===== src/rtl/hazard_pkg.sv =====
// Shared types and constants for the pipeline hazard controller.
// FSM encoding, default register-number width and bubble-count codes.
package hazard_pkg;

    localparam int unsigned REGW_DEF = 5;

    typedef enum logic [1:0] {
        StRun    = 2'd0,
        StBub2   = 2'd1,
        StFreeze = 2'd2
    } hz_state_e;

    // Number of bubbles a detected hazard asks for in the current cycle.
    localparam logic [1:0] BUB_NONE = 2'd0;
    localparam logic [1:0] BUB_ONE  = 2'd1;
    localparam logic [1:0] BUB_TWO  = 2'd2;

endpackage


===== src/rtl/hazard_regmatch.sv =====
// Compares the ID instruction's source registers against one stage's destination.
// Register 0 is hard-wired and never produces a hazard.
module hazard_regmatch #(
    parameter int unsigned REGW = hazard_pkg::REGW_DEF
) (
    input  logic [REGW-1:0] idrs,
    input  logic [REGW-1:0] idrt,
    input  logic            idusers,
    input  logic            iduserts,
    input  logic [REGW-1:0] dst,
    output logic            hit
);

    logic dst_nz;
    logic mrs;
    logic mrt;

    always_comb begin
        dst_nz = (dst != '0);
        mrs    = idusers  && (idrs == dst) && dst_nz;
        mrt    = iduserts && (idrt == dst) && dst_nz;
        hit    = mrs || mrt;
    end

endmodule


===== src/rtl/hazard_ctrl.sv =====
// Hazard detection/sequencing for the 5-stage pipeline: bubbles, flushes and memory freezes.
// Optional perf counters (stallcnt/flushcnt) are built when HAZARD_PERF_CNT_EN is defined.
module hazard_ctrl
    import hazard_pkg::*;
#(
    parameter int unsigned REGW = REGW_DEF
`ifdef HAZARD_PERF_CNT_EN
  , parameter int unsigned CNTW = 32
`endif
) (
    input  logic            clk,
    input  logic            rst,
    input  logic [REGW-1:0] idrs,
    input  logic [REGW-1:0] idrt,
    input  logic            idusers,
    input  logic            iduserts,
    input  logic            idbranch,
    input  logic            exmemrd,
    input  logic            exregwr,
    input  logic [REGW-1:0] exwreg,
    input  logic            memmemrd,
    input  logic [REGW-1:0] memwreg,
    input  logic            brtaken,
    input  logic            idjump,
    input  logic            memwait,
    output logic            pcwrite,
    output logic            ifidwrite,
    output logic            ctrlsig,
    output logic            ifidflush,
    output logic            stalling
`ifdef HAZARD_PERF_CNT_EN
  , output logic [CNTW-1:0] stallcnt,
    output logic [CNTW-1:0] flushcnt
`endif
);

    hz_state_e state_q, state_d;

    logic       hit_ex;
    logic       hit_mem;
    logic       loaduse;
    logic       bralu;
    logic       brld2;
    logic       brld1;
    logic [1:0] nbub;

    hazard_regmatch #(
        .REGW (REGW)
    ) u_match_ex (
        .idrs     (idrs),
        .idrt     (idrt),
        .idusers  (idusers),
        .iduserts (iduserts),
        .dst      (exwreg),
        .hit      (hit_ex)
    );

    hazard_regmatch #(
        .REGW (REGW)
    ) u_match_mem (
        .idrs     (idrs),
        .idrt     (idrt),
        .idusers  (idusers),
        .iduserts (iduserts),
        .dst      (memwreg),
        .hit      (hit_mem)
    );

    // Branches compare in ID, so an ALU result still in EX cannot be forwarded in time.
    always_comb begin
        loaduse = exmemrd && hit_ex;
        bralu   = idbranch && exregwr && !exmemrd && hit_ex;
        brld2   = idbranch && exmemrd && hit_ex;
        brld1   = idbranch && memmemrd && hit_mem;
        if (brld2) begin
            nbub = BUB_TWO;
        end else if (loaduse || bralu || brld1) begin
            nbub = BUB_ONE;
        end else begin
            nbub = BUB_NONE;
        end
    end

    always_comb begin
        state_d   = state_q;
        pcwrite   = 1'b1;
        ifidwrite = 1'b1;
        ctrlsig   = 1'b0;
        ifidflush = 1'b0;
        stalling  = 1'b0;

        if (rst) begin
            state_d   = StRun;
            pcwrite   = 1'b0;
            ifidwrite = 1'b0;
            ctrlsig   = 1'b1;
            ifidflush = 1'b1;
        end else if (memwait || (state_q == StFreeze)) begin
            // ID/EX is held by the memory stall logic, so no bubble is injected here.
            state_d   = memwait ? StFreeze : StRun;
            pcwrite   = 1'b0;
            ifidwrite = 1'b0;
            stalling  = 1'b1;
        end else begin
            case (state_q)
                StBub2: begin
                    state_d   = StRun;
                    pcwrite   = 1'b0;
                    ifidwrite = 1'b0;
                    ctrlsig   = 1'b1;
                    stalling  = 1'b1;
                end
                StRun: begin
                    if (nbub != BUB_NONE) begin
                        state_d   = (nbub == BUB_TWO) ? StBub2 : StRun;
                        pcwrite   = 1'b0;
                        ifidwrite = 1'b0;
                        ctrlsig   = 1'b1;
                        stalling  = 1'b1;
                    end else begin
                        ifidflush = brtaken || idjump;
                    end
                end
                default: begin
                    state_d = StRun;
                end
            endcase
        end
    end

    always_ff @(posedge clk) begin
        if (rst) begin
            state_q <= StRun;
        end else begin
            state_q <= state_d;
        end
    end

`ifdef HAZARD_PERF_CNT_EN
    logic [CNTW-1:0] stallcnt_q;
    logic [CNTW-1:0] flushcnt_q;

    always_ff @(posedge clk) begin
        if (rst) begin
            stallcnt_q <= '0;
            flushcnt_q <= '0;
        end else begin
            if (ctrlsig && (stallcnt_q != '1)) begin
                stallcnt_q <= stallcnt_q + 1'b1;
            end
            if (ifidflush && (flushcnt_q != '1)) begin
                flushcnt_q <= flushcnt_q + 1'b1;
            end
        end
    end

    assign stallcnt = stallcnt_q;
    assign flushcnt = flushcnt_q;
`else
    // No counter state in this build.
`endif

endmodule


===== config.mk =====
export PLATFORM = sky130hd
export DESIGN_NAME = hazard_ctrl
export DESIGN_NICKNAME = d
export VERILOG_FILES = /design/src/rtl/hazard_pkg.sv /design/src/rtl/hazard_regmatch.sv /design/src/rtl/hazard_ctrl.sv
export SDC_FILE = /design/constraint.sdc
export NUM_CORES = 1
export LEC_CHECK = 0
export CAP_MARGIN = 20
export CORE_AREA = 2 2 39 41
export CTS_CLUSTER_DIAMETER = 200
export DETAILED_ROUTE_END_ITERATION = 8
export DIE_AREA = 0 0 41 43
export DONT_BUFFER_PORTS = 1
export PLACE_DENSITY = 0.47
export REMOVE_ABC_BUFFERS = 1
export SLEW_MARGIN = 5
export SYNTH_ARGS = -nofsm -noshare
export SYNTH_HDL_FRONTEND = slang
export SYNTH_SLANG_ARGS = --single-unit

===== constraint.sdc =====
create_clock -name clk -period 2.5 [get_ports clk]
set_input_delay 0.375 -clock clk [delete_from_list [all_inputs] [get_ports clk]]
set_output_delay 0.375 -clock clk [all_outputs]
set_load 0.02 [all_outputs]

==> results of run 1 <==
## cells by family (layout without fill, tap and decap cells)
group                  Yosys count  after routing  share of synthesized area [%]
flip-flops                       2              2                           8.84
AO/OA/AOI/OAI                    9              9                           16.6
XOR/XNOR                        21             21                           40.6
buffers and inverters            4              8                           4.14
AND/OR/NAND/NOR                 25             25                           29.8
## how the worst max path moves through the flow
stage                     end  slack [ns]  startpoint  depth (start not counted)
floorplan           ifidwrite        0.05  memwreg[1]                          5
global placement      pcwrite        0.33  memwreg[1]                          6
detailed placement    pcwrite        0.35  memwreg[1]                          6
CTS                   pcwrite        0.34  memwreg[1]                          6
global route          pcwrite        0.30  memwreg[1]                          6
finish                pcwrite        0.36  memwreg[1]                          6
## power by group through the flow
stage	Combinational [µW]	Sequential, µW	Clock [µW]
after floorplan	54.7	34.6	0
after global placement	63.2	35.1	0
after detailed placement	62.3	35.1	0
after CTS	62.8	34.6	73.8
after global routing	69.2	34.8	77.5
final	62.0	34.7	70.0
## cell type report
cell class	count	area (µm²)
Clock buffer	3	22.5
Inverter	3	11.3
Multi-Input combinational cell	55	394
Sequential cell	2	40.0
Fill cell	156	881
Tap cell	16	20.0
Timing Repair Buffer	2	15.0
## critical path: stages
cell                       delay (ns)
sky130_fd_sc_hd__or4_1           0.54
sky130_fd_sc_hd__o211ai_2        0.16
sky130_fd_sc_hd__nor2_1          0.05
sky130_fd_sc_hd__a32o_1          0.22
sky130_fd_sc_hd__nor4_2          0.20
sky130_fd_sc_hd__buf_4           0.21
## cells in the final DEF, fill, tap and decap left out, types with 2 or more instances in the layout
cell / netlist / layout
sky130_fd_sc_hd__and4_1: 2 / 2
sky130_fd_sc_hd__buf_4: 1 / 2
sky130_fd_sc_hd__clkbuf_4: 0 / 3
sky130_fd_sc_hd__dfxtp_1: 2 / 2
sky130_fd_sc_hd__inv_1: 3 / 3
sky130_fd_sc_hd__nand2_1: 6 / 6
sky130_fd_sc_hd__nand4_1: 4 / 4
sky130_fd_sc_hd__nor2_1: 6 / 6
sky130_fd_sc_hd__nor3_1: 2 / 2
sky130_fd_sc_hd__o22ai_1: 2 / 2
sky130_fd_sc_hd__xnor2_1: 20 / 20
## layer usage
layer | global-route usage [%] | vias to the layer above | share of wire (%)
li1 | - | 229 | -
met1 | 15.0 | 180 | 37
met2 | 25.6 | 21 | 52
met3 | 1.57 | 0 | 10
met4 | 4.00 | 0 | 0
met5 | 0 | - | 0
## per-stage QoR
step	setup slack [ns]	hold slack [ns]
2_1_floorplan	0.0455	0.447
3_3_place_gp	0.331	0.451
3_5_place_dp	0.354	0.452
4_1_cts	0.341	0.219
5_1_grt	0.302	0.216
6_report	0.359	0.226
==> metrics.md, run 1 <==
| Metric | Value |
|---|---|
| Growth of design area from synthesis to finish | 11.0% |
| Register share of total power | 20.8% |
| Post-cts sizing count | 0 |
| Clock slew at the register clock pins of the worst setup and hold paths | 0.03 ns |
| Worst hold stages | 1 |
| Max reg flops | 2 |
| Reported leakage power | 0.000159 µW |
| Number of warning messages in the yosys log | 0 |
| Clock tree buffer depth | 2 |
| Peak supply drop | 0.178 mV |
| Launch point of the worst reg-to-reg path | state_q[0]$_SDFFE_PP0P_ |
| Capturing element type of the critical path | output port |
| Number of global-route vias before repair | 478 |
| Largest driver fanout on the critical path | 3 |
| Wire length per cell | 13.9 µm |
| Internal reg-to-reg setup slack | 1.58 ns |
| Synth Flop Type | sky130_fd_sc_hd__dfxtp_1 |
| Maximum clock rate | 467 MHz |
| Mapped Avg Cell Area | 7.43 µm² |
| Total via count in the routed design | 430 |
| Router iterations before antenna repair | 1 |
| Biggest area contributors in the synthesized netlist | sky130_fd_sc_hd__xnor2_1, sky130_fd_sc_hd__dfxtp_1, sky130_fd_sc_hd__nand4_1, sky130_fd_sc_hd__nand2_1, sky130_fd_sc_hd__nor2_1 |
| Final antenna-violating net count | 0 |
| Int Power | 122 µW |
| Flop and latch count out of synthesis | 2 |
| Ratio of cells with drive above 1 in the final layout | 10.8% |
| Total Die Area | 1760 µm² |
| Net Switching | 44.5 µW |
| N_diodes | 0 |
| DRC violations left | 0 |
| Critical Path Start Type | input port |
| Combinational group share of total power | 37.2% |
| Number of buffers created by CTS | 3 |
| Proportion of synthesized flip-flops having asynchronous set or reset | 0% |
| Final design utilization | 36.3% |
| Final hold violation count | 0 |
| Overall die height | 43 µm |
| Final std cells w/o fill | 81 |
| Largest net degree at the start of global routing | 7 |
| Hold_sp | rst |
| Placed Area | 480 µm² |
| Hold Crit Class | in2reg |
| Count of hold buffers inserted by post-cts repair | 0 |
| H-tree Lvls | 1 |
| Most common cell in the netlist | sky130_fd_sc_hd__xnor2_1 |
| Total power | 167 µW |
| Total global-route track usage | 13.8% |
| Clock Root Buffer | sky130_fd_sc_hd__clkbuf_4 |
| FP Rows | 14 |
| Top-level I/O count | 36 |
| Relative slew slack | 63.9% |
| Post-synthesis cell area | 453 µm² |
| Path type of the worst setup path | in2out |
| Final number of setup-violating endpoints | 0 |
| Register bank with the most flops | state_q |
| Placer Congestion | 0.648 |
| Placeable core region | 1380 µm² |
| Number of buffers inserted to repair setup after CTS | 0 |
| Die span in x | 41 µm |
| Worst R2R Path Depth | 3 |
| Top Registers | state_q x2 |
| Proportion of power drawn by the clock network | 42.0% |
| End of the worst register-to-register path | state_q[0]$_SDFFE_PP0P_ |
| Cell count after placement | 78 |
| Final Net Count | 98 |
| Placed wire-length estimate after detailed placement | 1030 µm |
| Required arrival time at the worst endpoint | 2.12 ns |
| Seq/Total Area, Yosys | 8.84% |
| Clock sink total | 2 |
| Result of the run | complete, no violations |
| GR Overflow Total | 0 |
| Global-route wire length before repair | 1710 µm |
| Initial Util | 32.7% |
| Detailed router's first-iteration violation count | 0 |
| Synthesized netlist cell count | 61 |
| Share of the clock period used by the worst path | 85.6% |
| Initial antenna violation count | 0 |
| Setup repair after global routing missed its margin | false |
| Clock tree from TritonCTS | yes |
| Clock Skew | 0.00372 ns |
| Count of buffers from port buffering | 0 |
| Share of the synthesized area in the top cell type | 38.7% |
| Total Neg Setup Slack | 0 ns |
| Post-route cell area | 503 µm² |
| Cell taking the most area after synthesis | sky130_fd_sc_hd__xnor2_1 |
| Fraction of power spent switching nets | 26.7% |
| Data arrival time of the worst path | 1.77 ns |
| Number of enable flip-flop cells after synthesis | 0 |
| Top cell types by occurrence after synthesis | sky130_fd_sc_hd__xnor2_1, sky130_fd_sc_hd__nand2_1, sky130_fd_sc_hd__nor2_1 |
| End point of the most critical hold path | state_q[1]$_SDFFE_PP0P_ |
| Clock latency reported for the late side of the worst-skew pair | 0.22 ns |
| Worst Tran Pin Value | 0.534 ns |
| Max-slew violation count | 0 |
| Unique cell type count in the Yosys netlist | 23 |
| DR vias/cell | 5.31 |
| Power density relative to cell area | 331 nW/µm² |
| Final critical delay including setup and external delays | 2.14 ns |
| Number of max-cap violations | 0 |
| Post-detailed-routing wire length | 1130 µm |
Note: power is estimated with default switching activity, not from simulation.
==> run 2, diff against run 1 <==
--- a/config.mk
+++ b/config.mk
@@ -17,3 +17,4 @@
 export SYNTH_ARGS = -nofsm -noshare
 export SYNTH_HDL_FRONTEND = slang
 export SYNTH_SLANG_ARGS = --single-unit
+export TNS_END_PERCENT = 1
==> results of run 2 <==
Final layout, timing and power as in run 1 (identical DEF).
